--- src/rtl/axi_regbank_m.sv ---
// AXI3 slave register bank: NREG 32-bit registers behind independent single-outstanding
// write and read burst engines. Register 0's low LED_W bits drive o_led.
//
// Ports:
//   i_clk0, i_rst          sole rising-edge clock, synchronous active-high reset
//   i_AW*/o_AWREADY        write-address channel (ID, ADDR, LEN, SIZE, BURST, VALID)
//   i_W*/o_WREADY          write-data channel (DATA, STRB, LAST, VALID)
//   o_B*/i_BREADY          write-response channel (ID, RESP, VALID)
//   i_AR*/o_ARREADY        read-address channel (ID, ADDR, LEN, SIZE, BURST, VALID)
//   o_R*/i_RREADY          read-data channel (ID, DATA, RESP, LAST, VALID)
//   o_led                  register 0 bits [LED_W-1:0]
module axi_regbank_m #(
  parameter int unsigned NREG  = 4,
  parameter int unsigned ID_W  = 12,
  parameter int unsigned LED_W = 8
) (
  input  logic            i_clk0,
  input  logic            i_rst,
  input  logic [ID_W-1:0] i_AWID,
  input  logic [31:0]     i_AWADDR,
  input  logic [3:0]      i_AWLEN,
  input  logic [2:0]      i_AWSIZE,
  input  logic [1:0]      i_AWBURST,
  input  logic            i_AWVALID,
  output logic            o_AWREADY,
  input  logic [31:0]     i_WDATA,
  input  logic [3:0]      i_WSTRB,
  input  logic            i_WLAST,
  input  logic            i_WVALID,
  output logic            o_WREADY,
  output logic [ID_W-1:0] o_BID,
  output logic [1:0]      o_BRESP,
  output logic            o_BVALID,
  input  logic            i_BREADY,
  input  logic [ID_W-1:0] i_ARID,
  input  logic [31:0]     i_ARADDR,
  input  logic [3:0]      i_ARLEN,
  input  logic [2:0]      i_ARSIZE,
  input  logic [1:0]      i_ARBURST,
  input  logic            i_ARVALID,
  output logic            o_ARREADY,
  output logic [ID_W-1:0] o_RID,
  output logic [31:0]     o_RDATA,
  output logic [1:0]      o_RRESP,
  output logic            o_RLAST,
  output logic            o_RVALID,
  input  logic            i_RREADY,
  output logic [LED_W-1:0] o_led
);

  localparam int unsigned IdxW = $clog2(NREG);

  localparam logic [1:0] BurstFixed = 2'b00;
  localparam logic [1:0] BurstIncr  = 2'b01;
  localparam logic [1:0] RespOkay   = 2'b00;
  localparam logic [1:0] RespSlverr = 2'b10;

  typedef enum logic [1:0] {WIdle, WData, WResp} w_state_e;
  typedef enum logic {RIdle, RData} r_state_e;

  // Only the low 12 address bits take part in decode and 4 KB wrapping.
  logic unused_addr_bits;
  assign unused_addr_bits = ^{i_AWADDR[31:12], i_ARADDR[31:12]};

  function automatic logic addr_in_range(input logic [11:0] a);
    addr_in_range = ((a >> (2 + IdxW)) == 12'd0);
  endfunction

  function automatic logic burst_legal(input logic [1:0] burst, input logic [2:0] size);
    burst_legal = ((burst == BurstFixed) || (burst == BurstIncr)) && (size == 3'd2);
  endfunction

  logic [31:0] regs_q [NREG];
  logic [31:0] regs_d [NREG];

  // Write path state
  w_state_e        w_state_q, w_state_d;
  logic [ID_W-1:0] aw_id_q, aw_id_d;
  logic [11:0]     aw_addr_q, aw_addr_d;
  logic [3:0]      aw_len_q, aw_len_d;
  logic            aw_incr_q, aw_incr_d;
  logic            aw_illegal_q, aw_illegal_d;
  logic [3:0]      w_beat_q, w_beat_d;
  logic            w_err_q, w_err_d;
  logic [IdxW-1:0] w_idx;
  logic            w_last_beat;

  // Read path state
  r_state_e        r_state_q, r_state_d;
  logic [ID_W-1:0] ar_id_q, ar_id_d;
  logic [11:0]     ar_addr_q, ar_addr_d;
  logic [3:0]      ar_len_q, ar_len_d;
  logic            ar_incr_q, ar_incr_d;
  logic            ar_illegal_q, ar_illegal_d;
  logic [3:0]      r_beat_q, r_beat_d;
  logic [31:0]     rdata_q, rdata_d;
  logic [1:0]      rresp_q, rresp_d;
  logic            ld_en;
  logic [11:0]     ld_addr;
  logic            ld_legal;
  logic [11:0]     ar_addr_nxt;

  assign w_idx       = aw_addr_q[2 +: IdxW];
  assign w_last_beat = (w_beat_q == aw_len_q);
  assign ar_addr_nxt = ar_incr_q ? (ar_addr_q + 12'd4) : ar_addr_q;

  always_comb begin
    w_state_d    = w_state_q;
    aw_id_d      = aw_id_q;
    aw_addr_d    = aw_addr_q;
    aw_len_d     = aw_len_q;
    aw_incr_d    = aw_incr_q;
    aw_illegal_d = aw_illegal_q;
    w_beat_d     = w_beat_q;
    w_err_d      = w_err_q;
    regs_d       = regs_q;
    case (w_state_q)
      WIdle: begin
        if (i_AWVALID) begin
          aw_id_d      = i_AWID;
          aw_addr_d    = i_AWADDR[11:0];
          aw_len_d     = i_AWLEN;
          aw_incr_d    = (i_AWBURST == BurstIncr);
          aw_illegal_d = !burst_legal(i_AWBURST, i_AWSIZE);
          w_err_d      = !burst_legal(i_AWBURST, i_AWSIZE);
          w_beat_d     = 4'd0;
          w_state_d    = WData;
        end
      end
      WData: begin
        if (i_WVALID) begin
          if (!aw_illegal_q && addr_in_range(aw_addr_q)) begin
            for (int k = 0; k < 4; k++) begin
              if (i_WSTRB[k]) regs_d[w_idx][8*k +: 8] = i_WDATA[8*k +: 8];
            end
          end
          // WLAST never ends the burst; a misplaced one only poisons the response.
          w_err_d   = w_err_q | !addr_in_range(aw_addr_q) | (i_WLAST != w_last_beat);
          aw_addr_d = aw_incr_q ? (aw_addr_q + 12'd4) : aw_addr_q;
          w_beat_d  = w_beat_q + 4'd1;
          if (w_last_beat) w_state_d = WResp;
        end
      end
      WResp: begin
        if (i_BREADY) w_state_d = WIdle;
      end
      default: w_state_d = WIdle;
    endcase
  end

  always_comb begin
    r_state_d    = r_state_q;
    ar_id_d      = ar_id_q;
    ar_addr_d    = ar_addr_q;
    ar_len_d     = ar_len_q;
    ar_incr_d    = ar_incr_q;
    ar_illegal_d = ar_illegal_q;
    r_beat_d     = r_beat_q;
    rdata_d      = rdata_q;
    rresp_d      = rresp_q;
    ld_en        = 1'b0;
    ld_addr      = 12'd0;
    ld_legal     = 1'b0;
    case (r_state_q)
      RIdle: begin
        if (i_ARVALID) begin
          ar_id_d      = i_ARID;
          ar_addr_d    = i_ARADDR[11:0];
          ar_len_d     = i_ARLEN;
          ar_incr_d    = (i_ARBURST == BurstIncr);
          ar_illegal_d = !burst_legal(i_ARBURST, i_ARSIZE);
          r_beat_d     = 4'd0;
          ld_en        = 1'b1;
          ld_addr      = i_ARADDR[11:0];
          ld_legal     = burst_legal(i_ARBURST, i_ARSIZE);
          r_state_d    = RData;
        end
      end
      RData: begin
        if (i_RREADY) begin
          if (r_beat_q == ar_len_q) begin
            r_state_d = RIdle;
          end else begin
            ar_addr_d = ar_addr_nxt;
            r_beat_d  = r_beat_q + 4'd1;
            ld_en     = 1'b1;
            ld_addr   = ar_addr_nxt;
            ld_legal  = !ar_illegal_q;
          end
        end
      end
      default: r_state_d = RIdle;
    endcase
    // Loads sample regs_q, so a write landing on the same edge is not seen.
    if (ld_en) begin
      if (ld_legal && addr_in_range(ld_addr)) begin
        rdata_d = regs_q[ld_addr[2 +: IdxW]];
        rresp_d = RespOkay;
      end else begin
        rdata_d = 32'd0;
        rresp_d = RespSlverr;
      end
    end
  end

  always_ff @(posedge i_clk0) begin
    if (i_rst) begin
      w_state_q    <= WIdle;
      aw_id_q      <= '0;
      aw_addr_q    <= '0;
      aw_len_q     <= '0;
      aw_incr_q    <= 1'b0;
      aw_illegal_q <= 1'b0;
      w_beat_q     <= '0;
      w_err_q      <= 1'b0;
      r_state_q    <= RIdle;
      ar_id_q      <= '0;
      ar_addr_q    <= '0;
      ar_len_q     <= '0;
      ar_incr_q    <= 1'b0;
      ar_illegal_q <= 1'b0;
      r_beat_q     <= '0;
      rdata_q      <= '0;
      rresp_q      <= '0;
      for (int i = 0; i < NREG; i++) regs_q[i] <= '0;
    end else begin
      w_state_q    <= w_state_d;
      aw_id_q      <= aw_id_d;
      aw_addr_q    <= aw_addr_d;
      aw_len_q     <= aw_len_d;
      aw_incr_q    <= aw_incr_d;
      aw_illegal_q <= aw_illegal_d;
      w_beat_q     <= w_beat_d;
      w_err_q      <= w_err_d;
      r_state_q    <= r_state_d;
      ar_id_q      <= ar_id_d;
      ar_addr_q    <= ar_addr_d;
      ar_len_q     <= ar_len_d;
      ar_incr_q    <= ar_incr_d;
      ar_illegal_q <= ar_illegal_d;
      r_beat_q     <= r_beat_d;
      rdata_q      <= rdata_d;
      rresp_q      <= rresp_d;
      for (int i = 0; i < NREG; i++) regs_q[i] <= regs_d[i];
    end
  end

  assign o_AWREADY = (w_state_q == WIdle);
  assign o_WREADY  = (w_state_q == WData);
  assign o_BVALID  = (w_state_q == WResp);
  assign o_BRESP   = (o_BVALID && w_err_q) ? RespSlverr : RespOkay;
  assign o_BID     = aw_id_q;

  assign o_ARREADY = (r_state_q == RIdle);
  assign o_RVALID  = (r_state_q == RData);
  assign o_RLAST   = o_RVALID && (r_beat_q == ar_len_q);
  assign o_RDATA   = rdata_q;
  assign o_RRESP   = rresp_q;
  assign o_RID     = ar_id_q;

  assign o_led = regs_q[0][LED_W-1:0];

endmodule

--- config.mk ---
export PLATFORM = sky130hd
export DESIGN_NAME = axi_regbank_m
export DESIGN_NICKNAME = d
export VERILOG_FILES = /design/src/rtl/axi_regbank_m.sv
export SDC_FILE = /design/constraint.sdc
export NUM_CORES = 1
export LEC_CHECK = 0
export BUFFER_PORTS_ARGS = -buffer_cell sky130_fd_sc_hd__buf_2
export CAP_MARGIN = 20
export CORE_MARGIN = 4
export CORE_UTILIZATION = 35
export DETAILED_ROUTE_END_ITERATION = 7
export PLACE_DENSITY_LB_ADDON = 0.1
export REMOVE_ABC_BUFFERS = 1
export SETUP_SLACK_MARGIN = 0.2
export SYNTH_ARGS = -nofsm -noshare
export SYNTH_HDL_FRONTEND = slang
export SYNTH_SLANG_ARGS = --single-unit
--- constraint.sdc ---
create_clock -name i_clk0 -period 2.2 [get_ports i_clk0]
set_input_delay 0.33 -clock i_clk0 [delete_from_list [all_inputs] [get_ports i_clk0]]
set_output_delay 0.33 -clock i_clk0 [all_outputs]
set_load 0.005 [all_outputs]
==> metrics.cfg <==
[power_and_ir_drop]
p_total_uw=9890
irDropWorstVdd_mv=0.528
p_leak_uw=0.00482
p_per_area_mw_per_mm2=783

[global_route]
grt_max_degree=53
gr-usage-all-layers_pct=18.3
grt_pass1_vias=8676
overflow=0
grt_pass1_wl_um=46500
antenna_found_initial=5

[yosys]
synth_edf_count=0
ys_seq_area_share_pct=46.7
synth_cell_types=55
synthFlopType=dfxtp_1
netlist_instances=1282
syn_area_per_cell_sq_um=7.66
ys_warn_count=0
yosys_register_bits=229
async_reset_ff_share_pct=0
netlist_area_sq_mm=0.00982

[placed_design]
hpwlAfterDp_um=19100
dp.cells=1799
place_congestion=0.792
portBuffers=177

[sta]
finalCritPeriodShare_pct=97.7
fin_tns_setup_ns=0
clock-skew-final_ns=0.00953
drv_slew=0
setup_viol=0
max_freq_mhz=465
finalHoldViolCount=0
rsz0062_at_grt=true
fin_crit_ns=2.15
fin_hold_ws_ns=0.0346

[finish]
fillers=2853
drive_gt1_share_pct=23.2
finalNetCount=1619
syn_to_final_growth_pct=28.6
utilization_pct=45.6
final_cells=1860

[floorplan]
initial_core_util_pct=35.5
die_area_sq_mm=0.0308
die_height_um=176
io_pins=224
die_w_um=176
core_sq_mm=0.0277
rows=61

[setup_path]
crit_chain=xor2_4 > o41a_1 > a22oi_2 > buf_4 > clkbuf_16 > a21oi_1 > a32oi_1 > a22o_1
end_kind=flop
crit_type=flop to flop
path_delay_family=compound AO/OA/AOI/OAI gates
path_depth=8
critPathSlowestCell=o41a_1
worst_ep_required_time_ns=2.67
path_buf_inv=2
worstSetupStartpointType=flop
arrival_ns=2.62
reg2regPathDepth=8
cpPeakStageDelay_ns=0.52
cp_max_fo=10

[routing]
postRouteAntennaNets=0
detailroute.via_count=9372
routed_via_density=5.04
drt_pass1_iterations=4
wl_per_cell_um=16.2
drc=0
drtIter0Drc=508
routed_wl_um=30100

[worst_hold_path]
hold_path.class=input port to flop
hold_path_depth=3

[cts]
clock-sinks=229
tritoncts=built
cts.htree.levels=1
clock_latency_ns=0.53
cts.path.max_buffers=3
numCtsBuffers=28
clk_pin_slew_ns=0.06
holdBufCountCts=0
clockRootBuffer=clkbuf_16

[status]
status=finished, final reports clean

[flow_run]
drv_cap=0

-- cells in the mapped netlist, types with 10 or more instances --
library cell,instances,area share (%)
nand2_1,455,17
dfxtp_1,229,47
a21oi_1,218,11
clkbuf_1,58,2.2
a32oi_1,34,3.0
a22o_1,32,2.9
nor2_1,31,1.2
nand3_1,27,1.4
buf_4,21,1.6
and3_1,19,1.2
o21ai_0,18,0.92
buf_2,15,0.76
xor2_1,12,1.1
nor3_1,10,0.51
-- metal layers --
layer	GRT usage, %	wire (um)	up-vias
met5	0	48	-
met4	4.26	348	8
met3	4.07	1840	31
met2	29.2	13700	221
met1	25.6	14200	4359
li1	-	-	4753
-- where the power goes --
group | switching [uW] | leakage (uW) | internal (uW)
combinational | 662 | 0.00253 | 470
sequential | 92.1 | 0.00186 | 4260
clock | 1750 | 0.000437 | 2660
-- final cells by class --
| type | count | area (sq um) | share of cell area (%) |
|---|---|---|---|
| diodes | 1 | 2.50 | 0.0198 |
| clock buffers | 46 | 870 | 6.88 |
| clock inverters | 3 | 15.0 | 0.119 |
| inverters | 10 | 37.5 | 0.297 |
| multi-input cells | 947 | 4960 | 39.2 |
| flip-flops and latches | 229 | 4590 | 36.4 |
| well taps | 378 | 473 | 3.74 |
| repair buffers | 246 | 1690 | 13.4 |
-- state kept, by name, indices dropped and copies added (netlist names), 2 cells and up --
| register | cells |
|---|---|
| o_RDATA | 32 |
| ar_addr_q | 10 |
| aw_len_q | 4 |
| o_led | 8 |
| w_state_q | 2 |
| regs_q | 120 |
| w_beat_q | 4 |
| o_BID | 12 |
| o_RID | 12 |
| ar_len_q | 4 |
| aw_addr_q | 10 |
| r_beat_q | 4 |
-- worst paths after layout --
| check | startpoint | to | slack (ns) |
|---|---|---|---|
| worst max-delay path | r_beat_q[0]$_SDFFE_PP0P_ | o_RDATA[24]$_SDFFE_PP0P_ | 0.05 |
| worst min-delay path | i_ARID[10] | o_RID[10]$_SDFFE_PP0P_ | 0.03 |
| worst max register to register | r_beat_q[0]$_SDFFE_PP0P_ | o_RDATA[24]$_SDFFE_PP0P_ | 0.05 |
| worst min register to register | o_RID[8]$_SDFFE_PP0P_ | o_RID[8]$_SDFFE_PP0P_ | 0.45 |
-- worst register-to-register path, stage by stage, from the launching register on --
cell       delay [ns]
dfxtp_4          0.37
xor2_4           0.19
o41a_1           0.52
a22oi_2          0.24
buf_4            0.18
clkbuf_16        0.16
a21oi_1          0.05
a32oi_1          0.22
a22o_1           0.16
-- cell usage in the layout, fill, tap and decap left out, drive strengths merged, types with 3 or more instances in the layout --
cell type  synthesis  final
nor2              31     31
nand3             27     27
nor3              11     11
buf               38    244
and3              19     19
nor2b              4      4
clkbuf            59     48
a22o              32     32
o21ai             19     19
clkinv             0      3
inv               10     10
nand2            455    455
and2               4      4
o22ai              4      4
ha                 7      7
a211oi             8      8
or4                3      3
nand3b             5      5
o21a               3      3
xnor2              4      4
dfxtp            229    229
nand4              6      6
a32oi             34     34
xor2              12     12
a22oi              5      5
nor4               7      7
a21oi            218    218
-- logic make-up after synthesis --
kind of cell	Yosys count	share of synthesized area (%)
compound gates	341	21.3
xor+xnor	16	1.43
fa+ha+maj	7	0.892
buf+inv	107	5.09
flops	229	46.7
mux	2	0.204
other cells	1	0.0382
simple gates	579	24.4
-- per-stage QoR --
| stage | area (sq um) | setup WS, ns |
|---|---|---|
| 4_1_cts | 12400 | 0.0669 |
| 3_3_place_gp | 11400 | 0.0828 |
| 2_1_floorplan | 9360 | -0.955 |
| 6_report | 12600 | 0.0508 |
| 5_1_grt | 12600 | 0.0174 |
| 3_5_place_dp | 11400 | 0.0714 |
-- what timing repair did --
item | in CTS | in global routing
gates cloned | 2 | 2
buffers inserted | 2 | 5
gates resized for setup | 24 | 35
endpoints found under the setup margin | 141 | 104
pin swaps | 0 | 9
Power figures use the tool's default switching activity.
